==> src/rtl/conv_feature_line_feeder_if.sv <==
// Bus between the feature-buffer read path, the line-feeder and the line cache.
// master drives configuration and the input stream; slave is the feeder itself.
interface conv_feature_line_feeder_if #(
  parameter int unsigned FEATURE_WIDTH = 8
);
  logic                       start;
  logic [9:0]                 row_size;
  logic [9:0]                 col_size;
  logic                       pad_en;
  logic                       hold;
  logic                       in_valid;
  logic                       in_ready;
  logic [2*FEATURE_WIDTH-1:0] in_data;
  logic                       wr_en;
  logic [2*FEATURE_WIDTH-1:0] wr_data;
  logic [9:0]                 shift_size;
  logic                       window_valid;
  logic                       busy;
  logic                       done;

  modport master (
    output start, row_size, col_size, pad_en, hold, in_valid, in_data,
    input  in_ready, wr_en, wr_data, shift_size, window_valid, busy, done
  );

  modport slave (
    input  start, row_size, col_size, pad_en, hold, in_valid, in_data,
    output in_ready, wr_en, wr_data, shift_size, window_valid, busy, done
  );
endinterface

==> src/rtl/conv_feature_line_feeder.sv <==
// Feeds an unpadded feature stream into the convolution line cache, inserting an
// optional one-pixel zero border and flagging writes that complete a 3x3 window.
module conv_feature_line_feeder #(
  parameter int unsigned FEATURE_WIDTH = 8
) (
  input logic                      system_clk,
  input logic                      rst_n,
  conv_feature_line_feeder_if.slave bus
);

  localparam int unsigned DW = 2 * FEATURE_WIDTH;

  typedef enum logic [1:0] {StIdle, StStream, StDone} state_e;

  state_e          state_q, state_d;
  logic [10:0]     r_q, r_d;
  logic [10:0]     c_q, c_d;
  logic [10:0]     w_q, w_d;
  logic [10:0]     h_q, h_d;
  logic            p_q, p_d;
  logic [9:0]      shift_q, shift_d;
  logic            wr_en_q, wr_en_d;
  logic            wv_q, wv_d;
  logic [DW-1:0]   wr_data_q, wr_data_d;

  logic [10:0]     w_cfg, h_cfg, p_ext;
  logic            interior, last_pos, row_end, emit;

  always_comb begin
    w_cfg    = {1'b0, bus.row_size} + (bus.pad_en ? 11'd2 : 11'd0);
    h_cfg    = {1'b0, bus.col_size} + (bus.pad_en ? 11'd2 : 11'd0);
    p_ext    = {10'd0, p_q};
    interior = (c_q >= p_ext) && (c_q < (w_q - p_ext)) &&
               (r_q >= p_ext) && (r_q < (h_q - p_ext));
    row_end  = (c_q == (w_q - 11'd1));
    last_pos = row_end && (r_q == (h_q - 11'd1));
    // Border pixels are synthesised locally, so only interior ones wait on input.
    emit     = (state_q == StStream) && !bus.hold && (!interior || bus.in_valid);
  end

  always_comb begin
    state_d   = state_q;
    r_d       = r_q;
    c_d       = c_q;
    w_d       = w_q;
    h_d       = h_q;
    p_d       = p_q;
    shift_d   = shift_q;
    wr_en_d   = emit;
    wv_d      = emit && (r_q >= 11'd2) && (c_q >= 11'd2);
    wr_data_d = wr_data_q;
    if (emit) begin
      wr_data_d = interior ? bus.in_data : '0;
    end

    case (state_q)
      StIdle: begin
        if (bus.start) begin
          w_d     = w_cfg;
          h_d     = h_cfg;
          p_d     = bus.pad_en;
          shift_d = w_cfg[9:0];
          r_d     = '0;
          c_d     = '0;
          if (bus.row_size == 10'd0 || bus.col_size == 10'd0 || w_cfg > 11'd1023) begin
            state_d = StDone;
          end else begin
            state_d = StStream;
          end
        end
      end
      StStream: begin
        if (emit) begin
          if (last_pos) begin
            state_d = StDone;
          end
          if (row_end) begin
            c_d = '0;
            r_d = r_q + 11'd1;
          end else begin
            c_d = c_q + 11'd1;
          end
        end
      end
      StDone: begin
        state_d = StIdle;
      end
      default: begin
        state_d = StIdle;
      end
    endcase
  end

  always_ff @(posedge system_clk or negedge rst_n) begin
    if (!rst_n) begin
      state_q   <= StIdle;
      r_q       <= '0;
      c_q       <= '0;
      w_q       <= '0;
      h_q       <= '0;
      p_q       <= 1'b0;
      shift_q   <= '0;
      wr_en_q   <= 1'b0;
      wv_q      <= 1'b0;
      wr_data_q <= '0;
    end else begin
      state_q   <= state_d;
      r_q       <= r_d;
      c_q       <= c_d;
      w_q       <= w_d;
      h_q       <= h_d;
      p_q       <= p_d;
      shift_q   <= shift_d;
      wr_en_q   <= wr_en_d;
      wv_q      <= wv_d;
      wr_data_q <= wr_data_d;
    end
  end

  assign bus.in_ready     = (state_q == StStream) && interior && !bus.hold;
  assign bus.wr_en        = wr_en_q;
  assign bus.wr_data      = wr_data_q;
  assign bus.window_valid = wv_q;
  assign bus.shift_size   = shift_q;
  assign bus.busy         = (state_q == StStream);
  assign bus.done         = (state_q == StDone);

endmodule

==> src/flat_wrapper.sv <==
// flat-port wrapper written by rule: the top's interface ports become plain ports
module conv_feature_line_feeder_flat 
#(
  parameter int unsigned FEATURE_WIDTH = 8
)
  (system_clk, rst_n, bus_start, bus_row_size, bus_col_size, bus_pad_en, bus_hold, bus_in_valid, bus_in_data, bus_in_ready, bus_wr_en, bus_wr_data, bus_shift_size, bus_window_valid, bus_busy, bus_done);
  conv_feature_line_feeder_if #(.FEATURE_WIDTH(FEATURE_WIDTH)) bus_i ();
  input logic system_clk;
  input logic rst_n;
  input wire logic [$bits(bus_i.start)-1:0] bus_start;
  input wire logic [$bits(bus_i.row_size)-1:0] bus_row_size;
  input wire logic [$bits(bus_i.col_size)-1:0] bus_col_size;
  input wire logic [$bits(bus_i.pad_en)-1:0] bus_pad_en;
  input wire logic [$bits(bus_i.hold)-1:0] bus_hold;
  input wire logic [$bits(bus_i.in_valid)-1:0] bus_in_valid;
  input wire logic [$bits(bus_i.in_data)-1:0] bus_in_data;
  output wire logic [$bits(bus_i.in_ready)-1:0] bus_in_ready;
  output wire logic [$bits(bus_i.wr_en)-1:0] bus_wr_en;
  output wire logic [$bits(bus_i.wr_data)-1:0] bus_wr_data;
  output wire logic [$bits(bus_i.shift_size)-1:0] bus_shift_size;
  output wire logic [$bits(bus_i.window_valid)-1:0] bus_window_valid;
  output wire logic [$bits(bus_i.busy)-1:0] bus_busy;
  output wire logic [$bits(bus_i.done)-1:0] bus_done;
  assign bus_i.start = bus_start;
  assign bus_i.row_size = bus_row_size;
  assign bus_i.col_size = bus_col_size;
  assign bus_i.pad_en = bus_pad_en;
  assign bus_i.hold = bus_hold;
  assign bus_i.in_valid = bus_in_valid;
  assign bus_i.in_data = bus_in_data;
  assign bus_in_ready = bus_i.in_ready;
  assign bus_wr_en = bus_i.wr_en;
  assign bus_wr_data = bus_i.wr_data;
  assign bus_shift_size = bus_i.shift_size;
  assign bus_window_valid = bus_i.window_valid;
  assign bus_busy = bus_i.busy;
  assign bus_done = bus_i.done;
  conv_feature_line_feeder #(.FEATURE_WIDTH(FEATURE_WIDTH)) u_core (.system_clk(system_clk), .rst_n(rst_n), .bus(bus_i));
endmodule
==> config.mk <==
export PLATFORM = sky130hd
export DESIGN_NAME = conv_feature_line_feeder_flat
export DESIGN_NICKNAME = d
export VERILOG_FILES = /design/src/rtl/conv_feature_line_feeder_if.sv /design/src/rtl/conv_feature_line_feeder.sv /design/src/flat_wrapper.sv
export SDC_FILE = /design/constraint.sdc
export NUM_CORES = 1
export LEC_CHECK = 0
export CAP_MARGIN = 20
export CELL_PAD_IN_SITES_DETAIL_PLACEMENT = 2
export CELL_PAD_IN_SITES_GLOBAL_PLACEMENT = 2
export CORE_MARGIN = 5
export CORE_UTILIZATION = 34
export CTS_BUF_LIST = sky130_fd_sc_hd__clkbuf_4 sky130_fd_sc_hd__clkbuf_8
export DETAILED_ROUTE_END_ITERATION = 16
export PLACE_DENSITY = 0.91
export SETUP_SLACK_MARGIN = 0.1
export SLEW_MARGIN = 40
export SYNTH_ARGS = -nofsm -noshare
export SYNTH_HDL_FRONTEND = slang
export SYNTH_SLANG_ARGS = --single-unit
==> constraint.sdc <==
create_clock -name system_clk -period 4.4 [get_ports system_clk]
set_clock_uncertainty 0.05 [all_clocks]
set_input_delay 0.88 -clock system_clk [delete_from_list [all_inputs] [get_ports system_clk]]
set_output_delay 0.88 -clock system_clk [all_outputs]
set_load 0.02 [all_outputs]
==> results.rst <==
.. list-table::
   :header-rows: 1

   * - Metric
     - Value
   * - Drt first-iter violations
     - 269
   * - Switching part of the total power
     - 0.506
   * - Syn Std Cell Area
     - 0.00486 mm^2
   * - Fraction of synthesis flops using an asynchronous set or reset pin
     - 1.00
   * - Largest net degree at the start of global routing
     - 42
   * - Type of the tightest min-delay check
     - flip-flop to flip-flop
   * - Global-route usage over all layers
     - 0.231
   * - Worst Max-Slew Pin Slew
     - 0.825 ns
   * - Number of antenna cells inserted
     - 0
   * - WP data arrival
     - 3.44 ns
   * - Max-cap check violation count
     - 0
   * - Worst max-slew margin expressed relative to the limit
     - 0.450
   * - Gp weighted congestion
     - 0.815
   * - FILL cells
     - 1496
   * - Pint
     - 2.12 mW
   * - Drt drc
     - 0
   * - Total net switching power
     - 2.17 mW
   * - Number of nets in the synthesized netlist
     - 639
   * - Via/cell ratio
     - 6.06
   * - VDD IR max
     - 384 uV
   * - Clock Pin Slew Worst Setup and Hold Paths
     - 0.08 ns
   * - Number of cell rows
     - 43
   * - Nets
     - 711
   * - Synth warnings
     - 0
   * - Count of endpoints failing hold in the final timing report
     - 0
   * - Worst hold stages
     - 1
   * - Number of enable-type register cells in the synthesized netlist
     - 0
   * - IO Count
     - 73
   * - Antenna violations before repair
     - 0
   * - Non-filler cells, final
     - 817
   * - Relative contribution of sequential cells to total power
     - 0.250
   * - Critical R2R Capture
     - u_core.r_q[0]
   * - Via count of the first global-routing pass
     - 5422
   * - Critical path launch point type
     - flip-flop
   * - Standard cell area after detailed placement
     - 0.00575 mm^2
   * - Minimum setup slack among reg-to-reg paths
     - 0.22 ns
   * - CTS sink cnt
     - 65
   * - Source of the worst register-to-register timing path
     - u_core.bus.shift_size[1]
   * - Detailed-router iteration count before antenna repair
     - 5
   * - Number of instances in the synthesized netlist
     - 561
   * - ANT nets after route
     - 0
   * - Req. time, crit path
     - 3.47 ns
   * - Routed length per instance
     - 26.6 um
   * - Die Wd
     - 130 um
   * - Routed wire length
     - 21700 um
   * - # setup viols final
     - 0
   * - Number of input and output port buffers inserted
     - 72
   * - Clock tree root driver cell
     - sky130_fd_sc_hd__clkbuf_8
   * - CTS tree
     - done
   * - Share of synthesized area occupied by flip-flops and latches
     - 0.335
   * - Post-synthesis average cell area
     - 8.66 um^2
   * - Maximum clock path buffer count
     - 2
   * - FF+latch area
     - 0.00163 mm^2
   * - Worst Setup End Kind
     - primary output
   * - Hold endpoint
     - u_core.state_q[1]
   * - Post-detail-place hpwl
     - 13900 um
   * - Core Region
     - 0.0139 mm^2
   * - Number of placed instances with taps included
     - 793
   * - Synth cell types
     - 53
   * - First-pass GRT wire length
     - 30100 um
   * - Post-route clock period utilization
     - 0.994
   * - Leak
     - 2.55 nW
   * - Combinational Power Share
     - 0.620
   * - Clock latency at the later pin of the worst-skew pair
     - 0.39 ns
   * - F_max
     - 229 MHz
   * - Power density over cell area
     - 703 mW/mm^2
   * - Total congestion overflow
     - 0
   * - Final Instance Area
     - 0.00611 mm^2
   * - Main flop type after synthesis
     - sky130_fd_sc_hd__dfrtp_1
   * - Status
     - completed
   * - Vertical extent of the die
     - 130 um
   * - Number of register bits inferred by synthesis
     - 65
   * - Final Power
     - 4.29 mW
   * - Area of the multi-input gates
     - 0.00303 mm^2
   * - Final count of pins violating max slew
     - 0
   * - Num CTS Buffers
     - 9
   * - Detailed-route via count
     - 4948
   * - Depth of the CTS H-tree
     - 3
   * - Fraction of final layout cells sized beyond drive strength 1
     - 0.118
   * - Die ar.
     - 0.0168 mm^2
   * - Area Overhead vs Synth
     - 25.8%
   * - Initial core utilization
     - 0.348
   * - Clock network power share
     - 0.129
   * - Hold path startpoint
     - u_core.state_q[1]
   * - Hold slack final
     - 0.438 ns
   * - Min Tclk post-route
     - 4.37 ns
   * - Depth of the worst register-to-register path
     - 18
   * - Maximum fanout along the worst path
     - 6
   * - Setup Crit Path Kind
     - flip-flop to primary output
[what timing repair did]
item                                   CTS  global route
setup endpoints to repair                1             2
pin swaps                                3             7
setup buffers                            4             5
endpoints found under the hold margin    0             0
gates cloned                             0             0
hold buffers                             0             0
resized for setup                       11            21
[cells by family after synthesis]
logic type / count (synthesis) / share of synthesized area
AND/OR/NAND/NOR: 212 / 0.220
flip-flops: 65 / 0.335
buffers and inverters: 66 / 0.0624
adder cells (fa/ha/maj): 36 / 0.0928
AO/OA/AOI/OAI: 117 / 0.171
XOR/XNOR: 61 / 0.110
multiplexers: 4 / 0.00850
[flip-flops by register name, summed over array words and instances (netlist names)]
name and cells:
u_core.c_q 11, u_core.bus.wr_data 16, u_core.h_q 11, u_core.p_q 1, u_core.bus.window_valid 1, u_core.state_q 2
u_core.w_q 2, u_core.bus.shift_size 9, u_core.r_q 11, u_core.bus.wr_en 1
[how the worst max path moves through the flow]
stage | start | to | depth (start not counted)
5_1_grt | u_core.h_q[0] | bus_in_ready | 14
2_1_floorplan | u_core.bus.shift_size[0] | bus_in_ready | 13
6_report | u_core.bus.shift_size[1] | bus_in_ready | 15
4_1_cts | u_core.bus.shift_size[0] | bus_in_ready | 14
3_5_place_dp | u_core.bus.shift_size[0] | bus_in_ready | 14
3_3_place_gp | u_core.bus.shift_size[0] | bus_in_ready | 14
[cells in the mapped netlist (3+ instances only)]
cell                        number  area [um^2]
sky130_fd_sc_hd__or3_1           7         43.8
sky130_fd_sc_hd__a2111oi_0       4         35.0
sky130_fd_sc_hd__buf_4          10         75.1
sky130_fd_sc_hd__a21o_1          4         30.0
sky130_fd_sc_hd__nand2_1        66          248
sky130_fd_sc_hd__and3_1          7         43.8
sky130_fd_sc_hd__o21ai_0        32          160
sky130_fd_sc_hd__and2_1          4         25.0
sky130_fd_sc_hd__ha_1           36          450
sky130_fd_sc_hd__inv_1          25         93.8
sky130_fd_sc_hd__clkbuf_1       27          101
sky130_fd_sc_hd__o31ai_1        10         75.1
sky130_fd_sc_hd__nand2b_1        4         25.0
sky130_fd_sc_hd__nor2_1         40          150
sky130_fd_sc_hd__a22o_1         19          166
sky130_fd_sc_hd__nor2b_1         3         18.8
sky130_fd_sc_hd__a31oi_1         3         18.8
sky130_fd_sc_hd__nor4_1         15         93.8
sky130_fd_sc_hd__a211oi_1        3         22.5
sky130_fd_sc_hd__mux2i_1         3         30.0
sky130_fd_sc_hd__o2bb2ai_1       7         61.3
sky130_fd_sc_hd__nand3_1        16         80.1
sky130_fd_sc_hd__or4_1          10         75.1
sky130_fd_sc_hd__a21oi_1        19         95.1
sky130_fd_sc_hd__xnor2_1        35          307
sky130_fd_sc_hd__dfrtp_1        65         1630
sky130_fd_sc_hd__nand4_1        14         87.6
sky130_fd_sc_hd__nor3_1         13         65.1
sky130_fd_sc_hd__xor2_1         26          228
[placed cells by master (no fill, tap or decap), drive strengths merged, types with 4 or more instances in the layout]
cell	synthesis	layout
a21o	4	4
xnor2	35	35
buf	14	32
o2bb2ai	7	7
a21oi	20	20
o31ai	10	10
xor2	26	26
nor3	14	14
nand4	14	14
nor4	15	15
or3	7	7
nand2b	4	4
a22o	19	19
clkdlybuf4s50	0	70
inv	25	25
nand3	16	16
ha	36	36
nor2	40	40
clkbuf	27	10
o21ai	32	32
and3	7	7
dfrtp	65	65
and2	4	4
or4	11	11
nand2	66	66
a2111oi	5	5
[power by group through the flow]
stage / clock network [mW] / logic, mW / registers [mW]
finish: 0.556 / 2.66 / 1.07
CTS: 0.552 / 2.38 / 1.05
detailed placement: 0 / 2.33 / 1.05
global route: 0.592 / 2.83 / 1.09
floorplan: 0 / 1.48 / 1.02
global placement: 0 / 2.14 / 1.02
[layer usage]
layer  wire length, um  track usage  up-vias
li1                  -            -     2152
met1              8250        0.254     2526
met2             11500        0.427      172
met3               743       0.0400       98
met4              1230        0.111        0
met5                 0            0        -
[per-stage QoR]
step	TNS (ns)	util	setup WS (ns)
5_1_grt	-0.0415	0.438	-0.0415
4_1_cts	0	0.430	0.103
2_1_floorplan	0	-	0.720
3_3_place_gp	0	0.412	0.225
3_5_place_dp	-0.129	0.412	-0.129
6_report	0	0.438	0.0278
[final cells by class]
cell class	count	share of cell area
Tap cell	180	0.0369
Inverter	25	0.0154
Clock buffer	10	0.0225
Timing Repair Buffer	102	0.154
Clock inverter	5	0.00922
Multi-Input combinational cell	430	0.495
Sequential cell	65	0.266
[critical path, stage by stage (launching register included)]
cell                      delay (ns)
sky130_fd_sc_hd__dfrtp_1        0.51
sky130_fd_sc_hd__inv_1          0.23
sky130_fd_sc_hd__ha_4           0.18
sky130_fd_sc_hd__nand2_2        0.09
sky130_fd_sc_hd__nor3_4         0.16
sky130_fd_sc_hd__buf_4          0.14
sky130_fd_sc_hd__buf_4          0.11
sky130_fd_sc_hd__nand2_1        0.08
sky130_fd_sc_hd__xor2_1         0.23
sky130_fd_sc_hd__ha_1           0.32
sky130_fd_sc_hd__a21o_1         0.20
sky130_fd_sc_hd__a31oi_4        0.17
sky130_fd_sc_hd__o211a_1        0.22
sky130_fd_sc_hd__nand3_2        0.11
sky130_fd_sc_hd__nor2_2         0.15
sky130_fd_sc_hd__buf_4          0.16
Note: power is estimated with default switching activity, not from simulation.
